## src/rtl/systolic_conv_sequencer_pkg.sv

```systemverilog
// rtl/systolic_conv_sequencer_pkg.sv - shared types and flat-bus byte mapping for the conv sequencer
package systolic_conv_sequencer_pkg;

    typedef enum logic [1:0] {
        ST_LOAD   = 2'd0,
        ST_KICK   = 2'd1,
        ST_RUN    = 2'd2,
        ST_RESULT = 2'd3
    } state_t;

    localparam int IN_DIM   = 4;
    localparam int FIL_DIM  = 3;
    localparam int N_IN     = IN_DIM * IN_DIM;
    localparam int N_FIL    = FIL_DIM * FIL_DIM;
    localparam int N_BYTES  = N_IN + N_FIL;
    localparam int FIL_BASE = N_IN;
    localparam int IDX_W    = 5;

    // Byte slot of in(r,c) inside in_flat, 1-based row/column, row-major.
    function automatic int in_byte_idx(input int r, input int c);
        return IN_DIM * (r - 1) + (c - 1);
    endfunction

    // Byte slot of fil(r,c) inside fil_flat, 1-based row/column, row-major.
    function automatic int fil_byte_idx(input int r, input int c);
        return FIL_DIM * (r - 1) + (c - 1);
    endfunction

endpackage

```

## src/rtl/systolic_operand_regfile.sv

```systemverilog
// rtl/systolic_operand_regfile.sv - 25x8 operand store presented as flat input/filter buses
module systolic_operand_regfile
    import systolic_conv_sequencer_pkg::*;
(
    input  logic                 clk,
    input  logic                 rst,
    input  logic                 we,
    input  logic [IDX_W-1:0]     idx,
    input  logic [7:0]           wdata,
    output logic [8*N_IN-1:0]    in_flat,
    output logic [8*N_FIL-1:0]   fil_flat
);

    logic [7:0] mem [N_BYTES];

    // Clear on reset, otherwise write one byte slot per accepted operand.
    always_ff @(posedge clk) begin
        if (rst) begin
            for (int i = 0; i < N_BYTES; i++) begin
                mem[i] <= 8'd0;
            end
        end else if (we && (idx < IDX_W'(N_BYTES))) begin
            mem[idx] <= wdata;
        end
    end

    for (genvar g = 0; g < N_IN; g++) begin : g_in
        assign in_flat[8*g +: 8] = mem[g];
    end

    for (genvar g = 0; g < N_FIL; g++) begin : g_fil
        assign fil_flat[8*g +: 8] = mem[FIL_BASE + g];
    end

endmodule

```

## src/rtl/systolic_conv_sequencer.sv

```systemverilog
// rtl/systolic_conv_sequencer.sv - loads operands, runs the 2x2 systolic array, returns one result word
module systolic_conv_sequencer
    import systolic_conv_sequencer_pkg::*;
#(
    parameter int COMPUTE_CYCLES = 18
) (
    input  logic                 clk,
    input  logic                 rst,
    input  logic                 s_valid,
    input  logic [7:0]           s_data,
    output logic                 s_ready,
    output logic [8*N_IN-1:0]    in_flat,
    output logic [8*N_FIL-1:0]   fil_flat,
    output logic                 array_rst,
    input  logic [7:0]           c11,
    input  logic [7:0]           c12,
    input  logic [7:0]           c21,
    input  logic [7:0]           c22,
    output logic                 res_valid,
    output logic [31:0]          res_data,
    input  logic                 res_ready,
    output logic                 busy
);

    localparam int                RUN_W    = 8;
    localparam logic [IDX_W-1:0]  LAST_IDX = IDX_W'(N_BYTES - 1);
    localparam logic [RUN_W-1:0]  RUN_LAST = RUN_W'(COMPUTE_CYCLES - 1);

    state_t             state, state_nx;
    logic [IDX_W-1:0]   cnt, cnt_nx;
    logic [RUN_W-1:0]   run_cnt, run_cnt_nx;
    logic               array_rst_nx;
    logic               res_valid_nx;
    logic [31:0]        res_data_nx;
    logic               wr_en;

    systolic_operand_regfile u_regfile (
        .clk      (clk),
        .rst      (rst),
        .we       (wr_en),
        .idx      (cnt),
        .wdata    (s_data),
        .in_flat  (in_flat),
        .fil_flat (fil_flat)
    );

    // Only the LOAD state takes bytes; every other state is a busy job.
    assign s_ready = (state == ST_LOAD);
    assign busy    = (state != ST_LOAD);

    // State, counters and registered outputs.
    always_ff @(posedge clk) begin
        if (rst) begin
            state     <= ST_LOAD;
            cnt       <= '0;
            run_cnt   <= '0;
            array_rst <= 1'b1;
            res_valid <= 1'b0;
            res_data  <= 32'd0;
        end else begin
            state     <= state_nx;
            cnt       <= cnt_nx;
            run_cnt   <= run_cnt_nx;
            array_rst <= array_rst_nx;
            res_valid <= res_valid_nx;
            res_data  <= res_data_nx;
        end
    end

    // Next-state logic: load bytes, one kick cycle, fixed compute window, hold result.
    always_comb begin
        state_nx     = state;
        cnt_nx       = cnt;
        run_cnt_nx   = run_cnt;
        array_rst_nx = array_rst;
        res_valid_nx = res_valid;
        res_data_nx  = res_data;
        wr_en        = 1'b0;

        unique case (state)
            ST_LOAD: begin
                array_rst_nx = 1'b1;
                if (s_valid) begin
                    wr_en = 1'b1;
                    if (cnt == LAST_IDX) begin
                        cnt_nx   = '0;
                        state_nx = ST_KICK;
                    end else begin
                        cnt_nx = cnt + 1'b1;
                    end
                end
            end
            ST_KICK: begin
                // array_rst is still high this cycle, so the array restarts on the new operands.
                array_rst_nx = 1'b0;
                run_cnt_nx   = '0;
                state_nx     = ST_RUN;
            end
            ST_RUN: begin
                if (run_cnt == RUN_LAST) begin
                    res_data_nx  = {c11, c12, c21, c22};
                    res_valid_nx = 1'b1;
                    // Result is captured, so the array can be parked in reset again.
                    array_rst_nx = 1'b1;
                    state_nx     = ST_RESULT;
                end else begin
                    run_cnt_nx = run_cnt + 1'b1;
                end
            end
            ST_RESULT: begin
                if (res_ready) begin
                    res_valid_nx = 1'b0;
                    array_rst_nx = 1'b1;
                    state_nx     = ST_LOAD;
                end
            end
            default: begin
                state_nx = ST_LOAD;
            end
        endcase
    end

endmodule

```

## config.mk

```make
export PLATFORM = sky130hd
export DESIGN_NAME = systolic_conv_sequencer
export DESIGN_NICKNAME = d
export VERILOG_FILES = /design/src/rtl/systolic_conv_sequencer_pkg.sv /design/src/rtl/systolic_operand_regfile.sv /design/src/rtl/systolic_conv_sequencer.sv
export SDC_FILE = /design/constraint.sdc
export NUM_CORES = 1
export LEC_CHECK = 0
export ABC_AREA = 1
export CORE_AREA = 2 2 168 170
export CTS_CLUSTER_DIAMETER = 60
export DETAILED_ROUTE_END_ITERATION = 10
export DIE_AREA = 0 0 170 172
export SYNTH_ARGS = -nofsm -noshare
export SYNTH_HDL_FRONTEND = slang
export SYNTH_HIERARCHICAL = 1
export SYNTH_SLANG_ARGS = --single-unit
export TNS_END_PERCENT = 5
```

## constraint.sdc

```tcl
create_clock -name clk -period 4.8 [get_ports clk]
set_clock_uncertainty 0.2 [all_clocks]
set_input_delay 0.48 -clock clk [delete_from_list [all_inputs] [get_ports clk]]
set_output_delay 0.48 -clock clk [all_outputs]
set_load 0.02 [all_outputs]
```

==> metrics.cfg, run 1 <==
[run_status]
outcome = completed

[hold_path]
hold_depth = 2
hold_path.class = reg -> reg
hold_path.startpoint = res_data[6]
hold_end = res_data[6]

[placed_design]
post-place-cells = 1404
place.port_buffers = 279
hpwlAfterDp_microns = 17600
gp_congestion = 0.803
dp_worst_setup_slack_ns = 1.61

[finish]
mostFrequentLayoutCells = clkdlybuf4s50_1, nor2_1, edfxtp_1
syn_to_final_growth_pct = 42.3
final_util_pct = 49.3
fin_cells = 1457
multi_input_area_sq_um = 2180
nFillCells = 2491
nNetsFinal = 1141
layout_commonest_cell = clkdlybuf4s50_1
seqCellArea_sq_um = 6990
drive_gt1_share_pct = 7.93

[sta]
grt_setup_unrepaired = false
final.setup.tns_ns = 0
fmax_ghz = 0.370
worst_slack_ns = 2.10
layout_min_cycle_time_ns = 2.70
setup_viol = 0
finalCritPeriodShare_pct = 56.3
slew_headroom_pct = 24.8
slew_viol_final = 0
hold_viol = 0
worstMarginPinSlew_ns = 1.12

[power_and_ir_drop]
p_per_area_nw_per_um2 = 390
ir_drop_v = 0.000275
power.total_mw = 5.28
p_switching_mw = 1.36
switching_share_pct = 25.8
seq_power_share_pct = 47.0
p_int_mw = 3.91
p_comb_share_pct = 14.4
p_leak_nw = 5.10
clkPwrFrac_pct = 38.6

[synthesis]
synth_cell_types = 30
ys_ff_latch = 249
synth_cells = 802
synth_area_per_cell_sq_um = 11.9
synthesis.area_sq_um = 9520
yosysSeqAreaShare_pct = 73.4
syn-num-nets = 855
synth_warnings = 6

[routing]
firstDrtPassIters = 5
via_per_inst = 4.70
wl_per_cell_microns = 18.1
ant_nets = 0
totalWireLength_microns = 26300
remaining_drc_errors = 0
vias = 6852
drt_iter0_drc = 525

[clock_tree]
cts_root_buffer = clkbuf_16
numCtsBuffers = 28
cts_tree = yes
clk_latency_ns = 0.53
ctsHoldBuffers = 0
path_clk_slew_ns = 0.06
cts.path.max_buffers = 3
post_cts_buffers = 0
cts_sinks = 249
h-tree-depth = 1
ctsResizeCount = 0

[die]
die_w_microns = 170
rows = 61
dieArea_sq_um = 29200
start_util_pct = 34.6
die_height_microns = 172
pin_count = 280
coreArea_sq_um = 27500

[flow_run]
max_cap_violations = 0

[global_routing]
antenna_found_initial = 1
grt_pass1_wl_microns = 38600
grt_max_degree = 41
grt_overflow = 0
grt_pass1_vias = 6605
grt_usage_pct = 17.3

[critical_path]
startpoint_type = flip-flop
ff2ff_path_depth = 8
path_class = reg -> reg
reg2reg_to = u_regfile/mem[19][3]
setup.worst_path.end_class = flip-flop
cp.required_ns = 4.79
rr_startpoint = state[1]
arrival_ns = 2.69
critPathMaxFanout = 9
regToRegSetupSlack_ns = 2.10

[power groups by stage]
stage / combinational, mW / sequential [mW] / clock (mW)
after global placement: 0.759 / 2.53 / 0
after detailed placement: 0.760 / 2.53 / 0
after floorplan: 0.338 / 2.62 / 0
after CTS: 0.767 / 2.48 / 2.08
after global routing: 0.817 / 2.49 / 2.17
final: 0.758 / 2.48 / 2.04
[cell families after synthesis]
logic type                 share of synthesized area, %
xor gates and xnor gates                          0.184
adders and majority gates                          1.18
DFF                                                73.4
and+or+nand+nor                                    19.1
buffers and inverters                              3.62
AOI/OAI and AO/OA                                  2.47
[final cells by class]
type | count | share of cell area (%)
Multi-Input combinational cell | 472 | 16.1
Antenna cell | 1 | 0.0185
Inverter | 48 | 1.34
Sequential cell | 249 | 51.6
Tap cell | 346 | 3.20
Timing Repair Buffer | 289 | 21.2
Clock inverter | 13 | 0.878
Clock buffer | 39 | 5.64
[Yosys cell counts, drive strengths merged]
cell type / number / area, sq um
a21o: 1 / 7.51
a21oi: 41 / 205
and2: 1 / 6.26
buf: 11 / 80.1
clkbuf: 22 / 82.6
clkinv: 9 / 35.0
dfxtp: 49 / 981
edfxtp: 200 / 6010
ha: 9 / 113
inv: 39 / 146
nand2: 112 / 485
nand3: 63 / 370
nand3b: 2 / 15.0
nand4: 4 / 25.0
nor2: 229 / 882
nor3: 2 / 21.3
nor3b: 1 / 7.51
o21ai: 3 / 15.0
o21bai: 1 / 7.51
or2: 1 / 6.26
xor2: 2 / 17.5
[per-layer routing]
| layer | global-route usage, % | wire length [microns] | vias up |
|---|---|---|---|
| met5 | 0 | 0 | - |
| met4 | 4.12 | 473 | 0 |
| met3 | 4.35 | 2320 | 37 |
| met2 | 29.5 | 12600 | 295 |
| met1 | 22.4 | 10900 | 3254 |
| li1 | - | - | 3266 |
[through the flow]
step | hold WS (ns) | area, sq um
global placement | 0.251 | 12700
global route | 0.283 | 13500
detailed placement | 0.256 | 12700
CTS | 0.263 | 13500
floorplan | 0.266 | 9520
finish | 0.261 | 13500
[how the worst max path moves through the flow]
stage	from	slack, ns	depth (start not counted)	to
6_report	state[1]	2.10	8	u_regfile/mem[19][3]
5_1_grt	state[0]	1.87	8	u_regfile/mem[13][7]
4_1_cts	state[1]	2.03	8	u_regfile/mem[5][3]
3_5_place_dp	rst	1.61	7	u_regfile/mem[5][6]
3_3_place_gp	rst	1.63	7	u_regfile/mem[1][7]
2_1_floorplan	state[0]	2.47	8	u_regfile/mem[13][0]
[worst max-delay path: stages, from the launching register on]
cell and delay [ns]:
dfxtp_1 0.33, inv_1 0.12, ha_1 0.28, nand2_1 0.14
inv_1 0.19, nand2_4 0.12, nor2_2 0.43, nand2_2 0.22
nand2_1 0.34
[flip-flops by register name, indices dropped and copies added (netlist names)]
register and cells:
array_rst 1, run_cnt 8, res_valid 1, u_regfile/mem 200, res_data 32, state 2
cnt 5
Note: power is estimated with default switching activity, not from simulation.
==> run 2, diff against run 1 <==
- clock period: 4.8 -> 2.7 ns (I/O delays scaled with it)
==> run 2 against run 1 <==
Via count is 0.10% higher; die area stayed put; sequential power is 78% higher; global-route usage is 0.18 points higher; total power is 74% higher; utilization is 0.12 points higher; clock power is 66% higher; cell count is 0.14% higher; maximum frequency is 8.0% higher; sequential cell count stayed put; combinational power is 83% higher; critical endpoint is now u_regfile/mem[17][2].
==> metrics.cfg, run 2 (synthesis results as in run 1) <==
[routing]
remaining_drc_errors = 0
vias = 6859
route.met2.wl_microns = 12900
wl_met1_microns = 11000
top_layer = met4
ant_nets = 0
totalWireLength_microns = 26500
drt_iter0_drc = 691
wl_met3_microns = 2230
firstDrtPassIters = 5
wl_per_cell_microns = 18.2
via_per_inst = 4.70

[power_and_ir_drop]
p_leak_nw = 5.12
ir_drop_v = 0.000452
p_per_area_nw_per_um2 = 676

[critical_path]
critPathLaunch = state[1]
cp.required_ns = 2.69
critPathMaxFanout = 9
arrival_ns = 2.50
startpoint_type = flip-flop
rr_startpoint = state[1]
setup.worst_path.end_class = flip-flop
max_stage_delay_ns = 0.33
critPathSlowestCell = dfxtp_1
path_class = reg -> reg
crit_chain = inv_1, ha_1, nand2_1, inv_1, nand2_4, nor3_4, buf_4, nand2_2, nand2_1

[clock_tree]
cts_root_buffer = clkbuf_16
path_clk_slew_ns = 0.06
ctsResizeCount = 0
h-tree-depth = 1
cts_sinks = 249
numCtsBuffers = 27
clk_latency_ns = 0.52
post_cts_buffers = 0
cts.path.max_buffers = 3
cts_tree = yes
ctsHoldBuffers = 0

[die]
pin_count = 280
dieArea_sq_um = 29200
die_height_microns = 172
coreArea_sq_um = 27500
die_w_microns = 170
start_util_pct = 34.6
rows = 61

[sta]
slew_viol_final = 0
hold_viol = 0
worst_slack_ns = 0.196
fmax_ghz = 0.399
final.setup.tns_ns = 0
worstMarginPinSlew_ns = 0.675
slew_headroom_pct = 54.7
layout_min_cycle_time_ns = 2.50
finalCritPeriodShare_pct = 92.8
grt_setup_unrepaired = false
setup_viol = 0

[finish]
reg.largest.list = u_regfile/mem: 200 flops, res_data: 32 flops, run_cnt: 8 flops
multi_input_area_sq_um = 2180
layout_commonest_cell = clkdlybuf4s50_1
nNetsFinal = 1148
diodes = 0
largest_reg_flops = 200
drive_gt1_share_pct = 8.81
mostFrequentLayoutCells = clkdlybuf4s50_1, nor2_1, edfxtp_1
nFillCells = 2459
syn_to_final_growth_pct = 42.6
regMostFlops = u_regfile/mem
seqCellArea_sq_um = 6990

[placed_design]
gp_congestion = 0.827
hpwlAfterDp_microns = 17900
dp_worst_setup_slack_ns = 0.169
place.port_buffers = 279

[run_status]
outcome = completed

[global_routing]
grt_max_degree = 39
grt_pass1_vias = 6684
antenna_found_initial = 0
grt_overflow = 0
grt_pass1_wl_microns = 38800
grt_usage_pct = 17.5

[hold_path]
hold_path.class = in -> reg
hold_path.startpoint = c22[4]

[flow_run]
max_cap_violations = 0

==> run 2: cell count changes in the layout (fill, tap and decap cells not counted), sizes merged <==
cell	delta
clkinv	+2
clkbuf	-7
buf	+8
bufinv	-1
diode	-1
clkinvlp	+1
==> run 2: through the flow <==
| step | instance area (sq um) | total power [mW] | std cells | hold slack (ns) | utilization [%] |
|---|---|---|---|---|---|
| 2_1_floorplan | 9520 | 5.25 | 802 | 0.230 | - |
| 3_3_place_gp | 12800 | 5.87 | 1412 | 0.250 | 46.5 |
| 3_5_place_dp | 12800 | 5.88 | 1412 | 0.255 | 46.5 |
| 4_1_cts | 13600 | 9.27 | 1459 | 0.0991 | 49.4 |
| 5_1_grt | 13600 | 9.54 | 1459 | 0.106 | 49.4 |
| 6_report | 13600 | 9.18 | 1459 | 0.121 | 49.4 |
==> run 2: layer usage <==
layer,vias to the layer above,GRT usage (%)
met5,-,0
met3,27,4.30
li1,3271,-
met2,313,30.9
met4,0,4.05
met1,3248,21.7
==> run 2: critical path: cells and delay by family (launching register included) <==
family        cells  cell delay (ns)
fa+ha+maj         1             0.25
buf+inv           3             0.55
flops             1             0.33
simple gates      5             0.84
==> run 2: worst paths after layout <==
path                           to  slack, ns  cells past startpoint
max          u_regfile/mem[17][2]       0.20                      9
min                   res_data[4]       0.12                      3
max reg2reg  u_regfile/mem[17][2]       0.20                      9
min reg2reg          res_data[19]       0.26                      2
==> run 2: layout make-up <==
type                       instances  share of cell area [%]
multi-input combinational        472                    16.1
clock inverter                    15                   0.830
clock buffer                      32                    5.12
sequential                       249                    51.5
tap                              346                    3.19
timing repair buffer             297                    21.9
inverter                          48                    1.34
==> run 2: power breakdown <==
group | total (mW) | leakage [nW] | switching, mW | internal, mW
sequential | 4.41 | 2.46 | 0.0935 | 4.32
combinational | 1.39 | 2.27 | 0.884 | 0.503
clock | 3.38 | 0.395 | 1.45 | 1.93
total | 9.18 | 5.12 | 2.43 | 6.75
